===== src/rtl/add16_seq_ctrl.sv =====
// add16_seq_ctrl
//   Wide (WORDS x 16-bit) adder built from one shared 16-bit ripple adder.
//   The adder processes one 16-bit slice per clock, least significant slice
//   first. The carry between slices is kept in a register. Operands enter
//   and the result leaves through valid/ready handshakes.
//
// Parameters
//   WORDS      number of 16-bit slices per operand (1..16), W = 16*WORDS
//
// Ports
//   clk        rising-edge clock
//   rst_n      asynchronous active-low reset
//   in_valid   operands and cin present
//   in_ready   block can accept operands (high only in IDLE)
//   a_in       operand A, W bits
//   b_in       operand B, W bits
//   cin        carry into slice 0
//   sub        (only with ADD16_SEQ_SUB_EN) 1 = compute a_in - b_in
//   out_valid  result present (high only in DONE)
//   out_ready  consumer accepts the result
//   sum_out    result, W bits
//   cout       carry out of the top slice (no-borrow flag when subtracting)
//
// Configuration
//   ADD16_SEQ_SUB_EN  when defined, adds the 'sub' port. sub=1 inverts the
//                     B slices and forces the initial carry to 1.

module add16 (
  input  logic [15:0] a,
  input  logic [15:0] b,
  input  logic        ci,
  output logic [15:0] s,
  output logic        co
);

  logic [16:0] c;

  always_comb begin
    c    = '0;
    s    = '0;
    c[0] = ci;
    for (int i = 0; i < 16; i++) begin
      s[i]   = a[i] ^ b[i] ^ c[i];
      c[i+1] = (a[i] & b[i]) | (c[i] & (a[i] ^ b[i]));
    end
    co = c[16];
  end

endmodule

module add16_seq_ctrl #(
  parameter int WORDS = 4
) (
  input  logic                  clk,
  input  logic                  rst_n,
  input  logic                  in_valid,
  output logic                  in_ready,
  input  logic [16*WORDS-1:0]   a_in,
  input  logic [16*WORDS-1:0]   b_in,
  input  logic                  cin,
`ifdef ADD16_SEQ_SUB_EN
  input  logic                  sub,
`endif
  output logic                  out_valid,
  input  logic                  out_ready,
  output logic [16*WORDS-1:0]   sum_out,
  output logic                  cout
);

  localparam int W  = 16 * WORDS;
  localparam int IW = (WORDS > 1) ? $clog2(WORDS) : 1;

  typedef enum logic [1:0] {
    IDLE,
    RUN,
    DONE
  } state_t;

  state_t         state;
  state_t         state_n;

  logic [W-1:0]   a_reg;
  logic [W-1:0]   b_reg;
  logic [IW-1:0]  idx;
  logic           carry;
  logic           last;

  logic [W-1:0]   a_sh;
  logic [W-1:0]   b_sh;
  logic [15:0]    a_sl;
  logic [15:0]    b_sl;
  logic [15:0]    s_sl;
  logic           co_sl;

`ifdef ADD16_SEQ_SUB_EN
  logic           sub_reg;
`endif

  assign last = (idx == IW'(WORDS - 1));

  // Shifting by idx*16 picks the current slice without an array index,
  // so non-power-of-two WORDS values never need an out-of-range guard.
  always_comb begin
    a_sh = a_reg >> {idx, 4'b0000};
    b_sh = b_reg >> {idx, 4'b0000};
    a_sl = a_sh[15:0];
    b_sl = b_sh[15:0];
`ifdef ADD16_SEQ_SUB_EN
    if (sub_reg) begin
      b_sl = ~b_sh[15:0];
    end
`endif
  end

  add16 u_add16 (
    .a  (a_sl),
    .b  (b_sl),
    .ci (carry),
    .s  (s_sl),
    .co (co_sl)
  );

  always_ff @(posedge clk or negedge rst_n) begin
    if (!rst_n) begin
      state <= IDLE;
    end else begin
      state <= state_n;
    end
  end

  always_comb begin
    state_n   = state;
    in_ready  = 1'b0;
    out_valid = 1'b0;
    case (state)
      IDLE: begin
        in_ready = 1'b1;
        if (in_valid) begin
          state_n = RUN;
        end
      end
      RUN: begin
        if (last) begin
          state_n = DONE;
        end
      end
      DONE: begin
        out_valid = 1'b1;
        if (out_ready) begin
          state_n = IDLE;
        end
      end
      default: begin
        state_n = IDLE;
      end
    endcase
  end

  // Datapath: operands are captured on accept, then one slice of the sum
  // is written per RUN cycle. Nothing changes in DONE, so the result holds
  // stable under backpressure.
  always_ff @(posedge clk or negedge rst_n) begin
    if (!rst_n) begin
      a_reg   <= '0;
      b_reg   <= '0;
      idx     <= '0;
      carry   <= 1'b0;
      sum_out <= '0;
      cout    <= 1'b0;
`ifdef ADD16_SEQ_SUB_EN
      sub_reg <= 1'b0;
`endif
    end else begin
      case (state)
        IDLE: begin
          if (in_valid) begin
            a_reg <= a_in;
            b_reg <= b_in;
            idx   <= '0;
`ifdef ADD16_SEQ_SUB_EN
            sub_reg <= sub;
            carry   <= sub ? 1'b1 : cin;
`else
            carry   <= cin;
`endif
          end
        end
        RUN: begin
          for (int i = 0; i < WORDS; i++) begin
            if (idx == IW'(i)) begin
              sum_out[16*i +: 16] <= s_sl;
            end
          end
          carry <= co_sl;
          if (last) begin
            cout <= co_sl;
          end else begin
            idx <= idx + 1'b1;
          end
        end
        default: begin
        end
      endcase
    end
  end

endmodule


===== config.mk =====
export PLATFORM = sky130hd
export DESIGN_NAME = add16_seq_ctrl
export DESIGN_NICKNAME = d
export VERILOG_FILES = /design/src/rtl/add16_seq_ctrl.sv
export SDC_FILE = /design/constraint.sdc
export NUM_CORES = 1
export LEC_CHECK = 0
export ABC_AREA = 1
export BUFFER_PORTS_ARGS = -buffer_cell sky130_fd_sc_hd__buf_2
export CORE_MARGIN = 2
export CORE_UTILIZATION = 55
export CTS_BUF_LIST = sky130_fd_sc_hd__clkbuf_16
export DETAILED_ROUTE_END_ITERATION = 8
export HOLD_SLACK_MARGIN = 0.03
export PLACE_DENSITY = 0.8
export SLEW_MARGIN = 40
export SYNTH_ARGS = -nofsm -noshare
export SYNTH_HDL_FRONTEND = slang
export SYNTH_HIERARCHICAL = 1
export SYNTH_SLANG_ARGS = --single-unit

===== constraint.sdc =====
create_clock -name clk -period 8.2 [get_ports clk]
set_clock_uncertainty 0.05 [all_clocks]
set_input_delay 0.41 -clock clk [delete_from_list [all_inputs] [get_ports clk]]
set_output_delay 0.41 -clock clk [all_outputs]
set_load 0.01 [all_outputs]

==> results.json, run 1 <==
{
  "buffer_ports.inserted": 199,
  "setup-violations-final": 0,
  "cts_buffers": 17,
  "slew_viol_final": 0,
  "f_max_mhz": 129.3,
  "totalNegativeSetupSlack_ns": 0,
  "rsz_0062_raised_after_global_routing": "false",
  "synthToLayoutAreaGrowth_pct": 17.06,
  "outcome": "finished clean",
  "syn_area_per_cell_um2": 8.320,
  "synth-warning-count": 6,
  "fin_worst_hold_slack_ns": 0.1515,
  "cellLeakagePower_uw": 0.006068,
  "fp-row-count": 47,
  "timing.final.crit_period_ns": 7.733,
  "finalNetCount": 1430,
  "grt_start_max_net_pins": 127,
  "cts.sink_count": 198,
  "worst_r2r_path_depth": 26,
  "critical_path.max_fanout": 29,
  "die_height_um": 134.2,
  "post_synth_instance_area_um2": 9319,
  "ys_seq_elements": 198,
  "holdPathStages": 3,
  "drt_first_iter_violations": 561,
  "most_repeated_library_cell_on_the_critical_path": "sky130_fd_sc_hd__fa_1",
  "wl_per_cell_um": 15.16,
  "die-area_um2": 18000,
  "criticalPathCategory": "flop to flop",
  "drv_cap": 0,
  "fin_crit_sh_pct": 94.31,
  "n_antenna_cell": 0,
  "worstSkewPairLatency_ns": 0.43,
  "boundaryPins": 200,
  "first_global_vias": 7382,
  "drt.antenna.violating_nets": 0,
  "post_route_drc_violation_count": 0,
  "floorplan.die.width_um": 134.2,
  "cp_data_arrival_time_ns": 8.04,
  "core_um2": 16580,
  "required_ns": 8.50,
  "cp.buffers_inverters": 6,
  "detailedRoute.firstPassIterationCount": 5,
  "post_synth_net_total": 1273,
  "cts.reportedPaths.clkPinSlew_ns": 0.07,
  "initial_antenna_violation_count": 0,
  "detailroute.via_count": 7885,
  "timing.max_slew.rel_slack_pct": 47.89,
  "synth_cell_type_count": 22,
  "most_frequent_cells_in_the_layout": "460 x sky130_fd_sc_hd__nand2_1, 197 x sky130_fd_sc_hd__dfrtp_1, 197 x sky130_fd_sc_hd__buf_2, 134 x sky130_fd_sc_hd__nand3_1, 96 x sky130_fd_sc_hd__inv_1",
  "crit_path_end_kind": "flop",
  "grt_pass1_wl_mm": 36.97,
  "yosysSeqAreaShare_pct": 53.17,
  "detail_route.wirelength_mm": 22.89,
  "initial_utilization_pct": 56.19,
  "actual_slew_at_the_worst_max_slew_pin_ns": 0.7817,
  "routabilityCongestion": 0.8767,
  "root_buffer": "sky130_fd_sc_hd__clkbuf_16",
  "p_per_area_nw_per_um2": 465.8,
  "avgViaCountPerCell": 5.222,
  "cts_tree": "built",
  "critical-path-slowest-cell": "sky130_fd_sc_hd__dfrtp_2",
  "worstHoldPathType": "input pin to flop",
  "globalRoute.totalOverflow": 0,
  "drive_gt1_share_pct": 19.38,
  "power.ir.vdd_worst_mv": 0.3686,
  "critical_path.top_delay_family": "adder cells",
  "dpl.hpwl_mm": 16.33,
  "critical_path.max_stage_delay_ns": 0.48,
  "layout_commonest_cell": "sky130_fd_sc_hd__nand2_1",
  "htree_num_levels": 4,
  "post_synth_inst_count": 1120,
  "startpoint_type": "flop",
  "clock_path_buffers": 2,
  "grt_use_total_pct": 26.22,
  "timing_hold_violations_final": 0,
  "cp_num_cells": 26
}
[what timing repair did]
item / in CTS / in global routing
hold buffers: 1 / 0
hold endpoints to repair: 125 / 0
endpoints found under the setup margin: 0 / 0
buffers inserted: 0 / 0
gates resized for setup: 0 / 0
[through the flow]
step | std cells | instance area, um2 | setup WS, ns | total power [uW] | util, %
6_report | 1510 | 10910 | 0.4666 | 5081 | 65.78
5_1_grt | 1510 | 10910 | 0.07511 | 5528 | 65.78
4_1_cts | 1509 | 10890 | 0.4941 | 5080 | 65.69
3_5_place_dp | 1476 | 10290 | 0.5159 | 4228 | 62.07
3_3_place_gp | 1476 | 10280 | 0.5982 | 4136 | 61.98
2_1_floorplan | 1120 | 9319 | 0.7961 | 3442 | -
[synthesized netlist by cell type]
master,number,area [um2]
sky130_fd_sc_hd__buf_1,5,18.77
sky130_fd_sc_hd__o21ai_1,64,320.3
sky130_fd_sc_hd__ha_1,4,50.05
sky130_fd_sc_hd__o21ai_0,32,160.2
sky130_fd_sc_hd__dfrtp_1,198,4955
sky130_fd_sc_hd__nor2_1,1,3.750
sky130_fd_sc_hd__nand2_4,4,45.04
sky130_fd_sc_hd__nand2_2,1,6.260
sky130_fd_sc_hd__nor2_2,1,6.260
sky130_fd_sc_hd__inv_1,94,352.8
sky130_fd_sc_hd__inv_2,1,3.750
sky130_fd_sc_hd__o211ai_1,32,240.2
sky130_fd_sc_hd__nor2_8,1,20.02
sky130_fd_sc_hd__buf_4,12,90.09
sky130_fd_sc_hd__nand2_1,460,1727
sky130_fd_sc_hd__buf_6,9,101.4
sky130_fd_sc_hd__buf_2,24,120.1
sky130_fd_sc_hd__nand4_1,1,6.260
sky130_fd_sc_hd__nand3_1,134,670.6
sky130_fd_sc_hd__o31ai_1,1,7.510
sky130_fd_sc_hd__fa_1,16,320.3
sky130_fd_sc_hd__clkbuf_1,25,93.84
[kinds of logic after synthesis]
kind of cell	count (synthesis)	share of synthesized area, %
compound gates	129	7.814
fa+ha+maj	20	3.974
flops	198	53.17
buf+inv	170	8.378
simple gates	603	26.66
[area by class of cell]
class	instances	area, um2
fill	1421	5674
sequential	198	4956
multi-input combinational	752	3593
timing repair buffer	213	1137
clock buffer	17	425.4
inverter	95	356.6
tap	220	275.3
clock inverter	15	165.2
[power by group]
group	internal [uW]	switching [uW]	leakage (uW)
clock	477	366	0.000294
combinational	825	1690	0.00331
sequential	1450	276	0.00247
total	2750	2330	0.00607
[worst paths after layout]
path	endpoint	startpoint	slack (ns)
max	sum_out[31]	idx[0]	0.47
min	a_reg[36]	a_in[36]	0.15
max reg2reg	sum_out[31]	idx[0]	0.47
min reg2reg	b_reg[44]	b_reg[44]	0.42
max in group asynchronous	idx[0]	rst_n	6.43
min in group asynchronous	sum_out[10]	rst_n	0.53
[worst min-delay path, delay by kind of cell]
kind,cells,cell delay (ns)
buffers and inverters,1,0.07
and+or+nand+nor,2,0.12
[layer usage]
layer | routed length [um] | part of all wire (%) | global-route usage (%)
met4 | 402 | 1.8 | 8.187
met3 | 1331 | 5.8 | 4.913
met2 | 10610 | 46 | 40.42
met1 | 10540 | 46 | 38.10
met5 | 0 | 0 | 0
(Power assumes the default switching activity.)
==> run 2, diff against run 1 <==
==> constraint.sdc (replaced) <==
create_clock -name clk -period 8.2 [get_ports clk]
set_clock_uncertainty 0.05 [all_clocks]
set_input_delay 0.82 -clock clk [delete_from_list [all_inputs] [get_ports clk]]
set_output_delay 0.82 -clock clk [all_outputs]
set_load 0.01 [all_outputs]
==> run 2 against run 1 <==
  * Worst hold slack gained 0.20 ns
  * First-iteration DRC count grew 0.53%
  * Sequential share of layout area grew 0.058 points
==> results.json, run 2 (synthesis gave the netlist of run 1 again) <==
{
  "r2r_slack_ns": 0.48,
  "pwr-share-clk_pct": 15.9,
  "layout_commonest_cell": "sky130_fd_sc_hd__nand2_1",
  "preCtsSetupSlack_ns": 0.5288,
  "slew_viol_final": 0,
  "setup_ws_ns": 0.4822,
  "criticalPathCategory": "flop to flop",
  "detailedRoute.firstPassIterationCount": 7,
  "timing_hold_violations_final": 0,
  "die_height_um": 134.2,
  "cts.sink_count": 198,
  "critical_path.max_fanout": 29,
  "detail_route.wirelength_mm": 22.70,
  "n_antenna_cell": 0,
  "fillers": 1417,
  "totalNegativeSetupSlack_ns": 0,
  "synthToLayoutAreaGrowth_pct": 16.92,
  "grt_use_total_pct": 25.98,
  "rr_endpoint": "sum_out[47]",
  "crit_path_end_kind": "flop",
  "required_ns": 8.50,
  "outcome": "finished clean",
  "cp.buffers_inverters": 6,
  "worst_r2r_path_depth": 26,
  "globalRoute.totalOverflow": 0,
  "drt_first_iter_violations": 564,
  "critical_path.top_delay_family": "adder cells",
  "cp_data_arrival_time_ns": 8.02,
  "drt.antenna.violating_nets": 0,
  "grt_start_max_net_pins": 140,
  "dpl.hpwl_mm": 16.25,
  "drv_cap": 0,
  "switching_share_pct": 45.93,
  "f_max_mhz": 129.6,
  "most_repeated_library_cell_on_the_critical_path": "sky130_fd_sc_hd__fa_1",
  "timing.max_slew.rel_slack_pct": 48.33,
  "initial_antenna_violation_count": 0,
  "boundaryPins": 200,
  "post-cts-setup-buffers": 0,
  "power_report.internal_total_uw": 2733,
  "fp-row-count": 47,
  "htree_num_levels": 4,
  "buffer_ports.inserted": 199,
  "startpoint_type": "flop",
  "critical_path.reg2reg.startpoint": "idx[0]",
  "cts.reportedPaths.clkPinSlew_ns": 0.07,
  "drive_gt1_share_pct": 19.41,
  "root_buffer": "sky130_fd_sc_hd__clkbuf_16",
  "routabilityCongestion": 0.8658,
  "initial_utilization_pct": 56.19,
  "wl_per_cell_um": 15.06,
  "fin_crit_sh_pct": 94.12,
  "p_per_area_nw_per_um2": 463.9,
  "worstHoldPathType": "input pin to async pin",
  "rsz_0062_raised_after_global_routing": "false",
  "most_frequent_cells_in_the_layout": "460 x sky130_fd_sc_hd__nand2_1, 197 x sky130_fd_sc_hd__dfrtp_1, 197 x sky130_fd_sc_hd__buf_2, 134 x sky130_fd_sc_hd__nand3_1, 94 x sky130_fd_sc_hd__inv_1",
  "timing.final.crit_period_ns": 7.718,
  "area.sequential_um2": 4956,
  "ctsHoldBuffers": 0,
  "power.ir.vdd_worst_mv": 0.3036,
  "grt_pass1_wl_mm": 36.32,
  "actual_slew_at_the_worst_max_slew_pin_ns": 0.7750,
  "sequentialPowerShare_pct": 34.1,
  "critical_path.max_stage_delay_ns": 0.46,
  "finalNetCount": 1429,
  "critical-path-slowest-cell": "sky130_fd_sc_hd__dfrtp_2",
  "power_frac_comb_pct": 50.0,
  "detailroute.via_count": 7741,
  "clock_path_buffers": 2,
  "setup-violations-final": 0,
  "cellLeakagePower_uw": 0.006054,
  "cts_tree": "built",
  "setup.worst_path.start": "idx[0]",
  "first_global_vias": 7126,
  "multi_input_area_um2": 3593,
  "die-area_um2": 18000,
  "post_cts.resized_instances": 0,
  "worstSkewPairLatency_ns": 0.44,
  "cts_buffers": 17,
  "post_route_drc_violation_count": 0,
  "avgViaCountPerCell": 5.133,
  "floorplan.die.width_um": 134.2,
  "net-switching-power_uw": 2321,
  "core_um2": 16580
}
## run 2: layer usage
layer / part of all wire, % / up-vias / global-route usage [%] / wire (um)
li1: - / 3858 / - / -
met3: 6.5 / 34 / 5.480 / 1469
met2: 46 / 263 / 39.97 / 10550
met1: 45 / 3586 / 37.35 / 10260
met4: 1.9 / 0 / 8.246 / 421
met5: 0 / - / 0 / 0
## run 2: cell type report
class	count	area share, %
Tap cell	220	2.526
Sequential cell	198	45.49
Multi-Input combinational cell	752	32.98
Inverter	95	3.273
Timing Repair Buffer	212	10.58
Clock inverter	14	1.252
Clock buffer	17	3.904
## run 2: per-stage QoR
step	util, %	hold WS [ns]	power (uW)	instances	instance area, um2
after detailed placement	62.00	0.4081	4220	1475	10280
after floorplan	-	0.3919	3442	1120	9319
after CTS	65.39	0.3808	5040	1506	10840
final	65.70	0.3484	5054	1508	10900
after global routing	65.70	0.4059	5509	1508	10900
after global placement	61.94	0.4032	4142	1475	10270
## run 2: power groups by stage
stage / Sequential [uW] / Clock (uW) / Combinational (uW)
4_1_cts: 1720 / 815 / 2510
2_1_floorplan: 1730 / 0 / 1710
3_3_place_gp: 1710 / 0 / 2430
3_5_place_dp: 1730 / 0 / 2490
6_report: 1720 / 805 / 2530
5_1_grt: 1780 / 852 / 2880
## run 2: worst reg2reg max path, cell delays in order, from the launching register on
cell                      delay, ns
sky130_fd_sc_hd__dfrtp_2       0.46
sky130_fd_sc_hd__buf_4         0.29
sky130_fd_sc_hd__o21ai_0       0.16
sky130_fd_sc_hd__nand2_1       0.08
sky130_fd_sc_hd__nand2_1       0.07
sky130_fd_sc_hd__fa_1          0.39
sky130_fd_sc_hd__inv_1         0.08
sky130_fd_sc_hd__fa_1          0.17
sky130_fd_sc_hd__inv_1         0.05
sky130_fd_sc_hd__fa_1          0.40
sky130_fd_sc_hd__fa_1          0.40
sky130_fd_sc_hd__fa_1          0.39
sky130_fd_sc_hd__fa_1          0.40
sky130_fd_sc_hd__fa_1          0.39
sky130_fd_sc_hd__fa_1          0.39
sky130_fd_sc_hd__fa_1          0.39
sky130_fd_sc_hd__fa_1          0.39
sky130_fd_sc_hd__fa_1          0.38
sky130_fd_sc_hd__fa_1          0.39
sky130_fd_sc_hd__fa_1          0.39
sky130_fd_sc_hd__fa_1          0.40
sky130_fd_sc_hd__fa_1          0.38
sky130_fd_sc_hd__inv_1         0.08
sky130_fd_sc_hd__fa_1          0.41
sky130_fd_sc_hd__inv_1         0.06
sky130_fd_sc_hd__inv_1         0.06
sky130_fd_sc_hd__o21ai_1       0.13
## run 2: worst max path at each step
stage             endpoint  slack [ns]  cells past startpoint
2_1_floorplan  sum_out[15]        0.80                     27
3_3_place_gp   sum_out[15]        0.62                     26
3_5_place_dp   sum_out[47]        0.53                     26
4_1_cts        sum_out[47]        0.52                     26
5_1_grt        sum_out[63]        0.13                     26
6_report       sum_out[47]        0.48                     26
==> run 3, diff against run 2 <==
--- a/config.mk
+++ b/config.mk
@@ -6,13 +6,13 @@
 export NUM_CORES = 1
 export LEC_CHECK = 0
 export ABC_AREA = 1
-export BUFFER_PORTS_ARGS = -buffer_cell sky130_fd_sc_hd__buf_2
 export CORE_MARGIN = 2
-export CORE_UTILIZATION = 55
+export CORE_UTILIZATION = 62
 export CTS_BUF_LIST = sky130_fd_sc_hd__clkbuf_16
 export DETAILED_ROUTE_END_ITERATION = 8
+export DONT_BUFFER_PORTS = 1
 export HOLD_SLACK_MARGIN = 0.03
-export PLACE_DENSITY = 0.8
+export PLACE_DENSITY = 0.78
 export SLEW_MARGIN = 40
 export SYNTH_ARGS = -nofsm -noshare
 export SYNTH_HDL_FRONTEND = slang
==> run 3 against run 2 <==
  * Sequential power is 5% higher
  * Global-route usage is 1.6 points higher
  * Clock-buffer cell count stayed put
  * Sequential share of layout area is 4.8 points higher
  * Via count is 9.2% lower
  * Design area is 9.6% lower
  * Critical path depth stayed put
  * Register-to-register slack worse by 0.05 ns
  * Wire length is 6.2% lower
  * Highest routed layer unchanged
==> results.json, run 3 (synthesis gave the netlist of run 1 again) <==
{
  "outcome": "finished clean",
  "core_um2": 14590,
  "die_height_um": 126.6,
  "initial_antenna_violation_count": 1,
  "wl_per_cell_um": 16.70,
  "cp_data_arrival_time_ns": 8.07,
  "synthToLayoutAreaGrowth_pct": 5.746,
  "fp-row-count": 44,
  "cts.reportedPaths.clkPinSlew_ns": 0.07,
  "buffer_ports.inserted": 0,
  "worst_r2r_path_depth": 26,
  "p_per_area_nw_per_um2": 495.4,
  "timing.max_slew.rel_slack_pct": 53.46,
  "cts_tree": "built",
  "fin_crit_sh_pct": 94.76,
  "most_frequent_cells_in_the_layout": "460 x sky130_fd_sc_hd__nand2_1, 197 x sky130_fd_sc_hd__dfrtp_1, 134 x sky130_fd_sc_hd__nand3_1, 94 x sky130_fd_sc_hd__inv_1, 64 x sky130_fd_sc_hd__o21ai_1",
  "critical_path.max_fanout": 32,
  "grt_pass1_wl_mm": 34.05,
  "finish.utilization_pct": 67.55,
  "drv_cap": 0,
  "drt.antenna.violating_nets": 0,
  "total_power_uw": 4882,
  "totalNegativeSetupSlack_ns": 0,
  "cts_buffers": 17,
  "clock_path_buffers": 2,
  "worstSkewPairLatency_ns": 0.43,
  "cts.sink_count": 198,
  "detail_route.wirelength_mm": 21.30,
  "finalNetCount": 1230,
  "root_buffer": "sky130_fd_sc_hd__clkbuf_16",
  "setup-violations-final": 0,
  "power.ir.vdd_worst_mv": 0.2779,
  "timing.final.crit_period_ns": 7.770,
  "placed_standard_cell_area_um2": 9211,
  "floorplan.die.width_um": 126.6,
  "post_route_drc_violation_count": 0,
  "routabilityCongestion": 0.8757,
  "avgViaCountPerCell": 5.511,
  "actual_slew_at_the_worst_max_slew_pin_ns": 0.6981,
  "htree_num_levels": 4,
  "initial_utilization_pct": 63.88,
  "cellLeakagePower_uw": 0.005228,
  "worstHoldPathType": "input pin to async pin",
  "fin_worst_hold_slack_ns": 0.1887,
  "criticalPathCategory": "flop to flop",
  "globalRoute.totalOverflow": 0,
  "detailroute.via_count": 7026,
  "die-area_um2": 16030,
  "detailedRoute.firstPassIterationCount": 5,
  "rsz_0062_raised_after_global_routing": "false",
  "first_global_vias": 6645,
  "timing_hold_violations_final": 0,
  "post-cts-setup-buffers": 0,
  "slew_viol_final": 0,
  "boundaryPins": 200,
  "dpl.hpwl_mm": 14.66,
  "f_max_mhz": 128.7,
  "drt_first_iter_violations": 612,
  "required_ns": 8.50,
  "grt_start_max_net_pins": 130,
  "crit_path_end_kind": "flop",
  "layout_commonest_cell": "sky130_fd_sc_hd__nand2_1",
  "finalInstanceArea_um2": 9854,
  "startpoint_type": "flop",
  "grt_use_total_pct": 27.61,
  "drive_gt1_share_pct": 4.679
}
run 3: changes by cell type in the layout (fill, tap and decap cells not counted):
cell and delta:
sky130_fd_sc_hd__buf_6 -1, sky130_fd_sc_hd__diode_2 +1, sky130_fd_sc_hd__clkbuf_16 -1, sky130_fd_sc_hd__clkinv_1 +1
sky130_fd_sc_hd__buf_16 +1, sky130_fd_sc_hd__inv_6 -2, sky130_fd_sc_hd__buf_2 -197, sky130_fd_sc_hd__clkinv_4 +2
sky130_fd_sc_hd__buf_4 -1
run 3: through the flow:
stage / std cells / setup slack, ns
6_report: 1275 / 0.4300
5_1_grt: 1275 / 0.09200
4_1_cts: 1274 / 0.4943
3_5_place_dp: 1239 / 0.5348
3_3_place_gp: 1239 / 0.6767
2_1_floorplan: 1120 / 0.7961
run 3: final timing paths:
path / endpoint / startpoint / slack (ns)
setup / recovery: sum_out[15] / idx[0] / 0.43
hold / removal: b_reg[60] / rst_n / 0.19
setup reg to reg: sum_out[15] / idx[0] / 0.43
hold reg to reg: b_reg[40] / b_reg[40] / 0.42
max in group asynchronous: b_reg[9] / rst_n / 7.40
min in group clk: b_reg[40] / b_reg[40] / 0.42
run 3: cell type report:
cell class                 instances  area (um2)
antenna                            1       2.502
clock buffer                      17       425.4
clock inverter                    15       140.1
fill                            1248        4735
inverter                          95       356.6
multi-input combinational        752        3593
sequential                       198        4956
tap                              184       230.2
timing repair buffer              13       150.1
run 3: power by group:
group          internal, uW  switching [uW]
logic                   705            1570
registers              1450             356
clock network           444             354
total                  2600            2280
run 3: worst max-delay path: stages (launching register included):
cell and delay (ns):
sky130_fd_sc_hd__dfrtp_2 0.45, sky130_fd_sc_hd__buf_4 0.30, sky130_fd_sc_hd__o21ai_0 0.15, sky130_fd_sc_hd__nand2_1 0.08, sky130_fd_sc_hd__nand2_1 0.07, sky130_fd_sc_hd__fa_1 0.39, sky130_fd_sc_hd__inv_1 0.07, sky130_fd_sc_hd__fa_1 0.18
sky130_fd_sc_hd__inv_1 0.06, sky130_fd_sc_hd__fa_1 0.39, sky130_fd_sc_hd__fa_1 0.39, sky130_fd_sc_hd__fa_1 0.39, sky130_fd_sc_hd__fa_1 0.39, sky130_fd_sc_hd__fa_1 0.39, sky130_fd_sc_hd__fa_1 0.39, sky130_fd_sc_hd__fa_1 0.41
sky130_fd_sc_hd__fa_1 0.39, sky130_fd_sc_hd__fa_1 0.40, sky130_fd_sc_hd__fa_1 0.39, sky130_fd_sc_hd__fa_1 0.39, sky130_fd_sc_hd__fa_1 0.42, sky130_fd_sc_hd__fa_1 0.38, sky130_fd_sc_hd__inv_1 0.08, sky130_fd_sc_hd__fa_1 0.41
sky130_fd_sc_hd__inv_1 0.06, sky130_fd_sc_hd__inv_1 0.07, sky130_fd_sc_hd__o21ai_1 0.15
run 3: routing by layer:
layer,share of wire (%),vias up,global-route usage (%),wire [um]
met3,7.1,45,6.622,1513
met1,44,3273,38.50,9409
li1,-,3443,-,-
met2,46,265,41.99,9758
met5,0,-,0,0
met4,2.9,0,11.64,616
run 3: repair_timing:
action	4_1_cts	5_1_grt
hold buffers	3	0
resized for setup	0	0
hold endpoints to repair	116	0
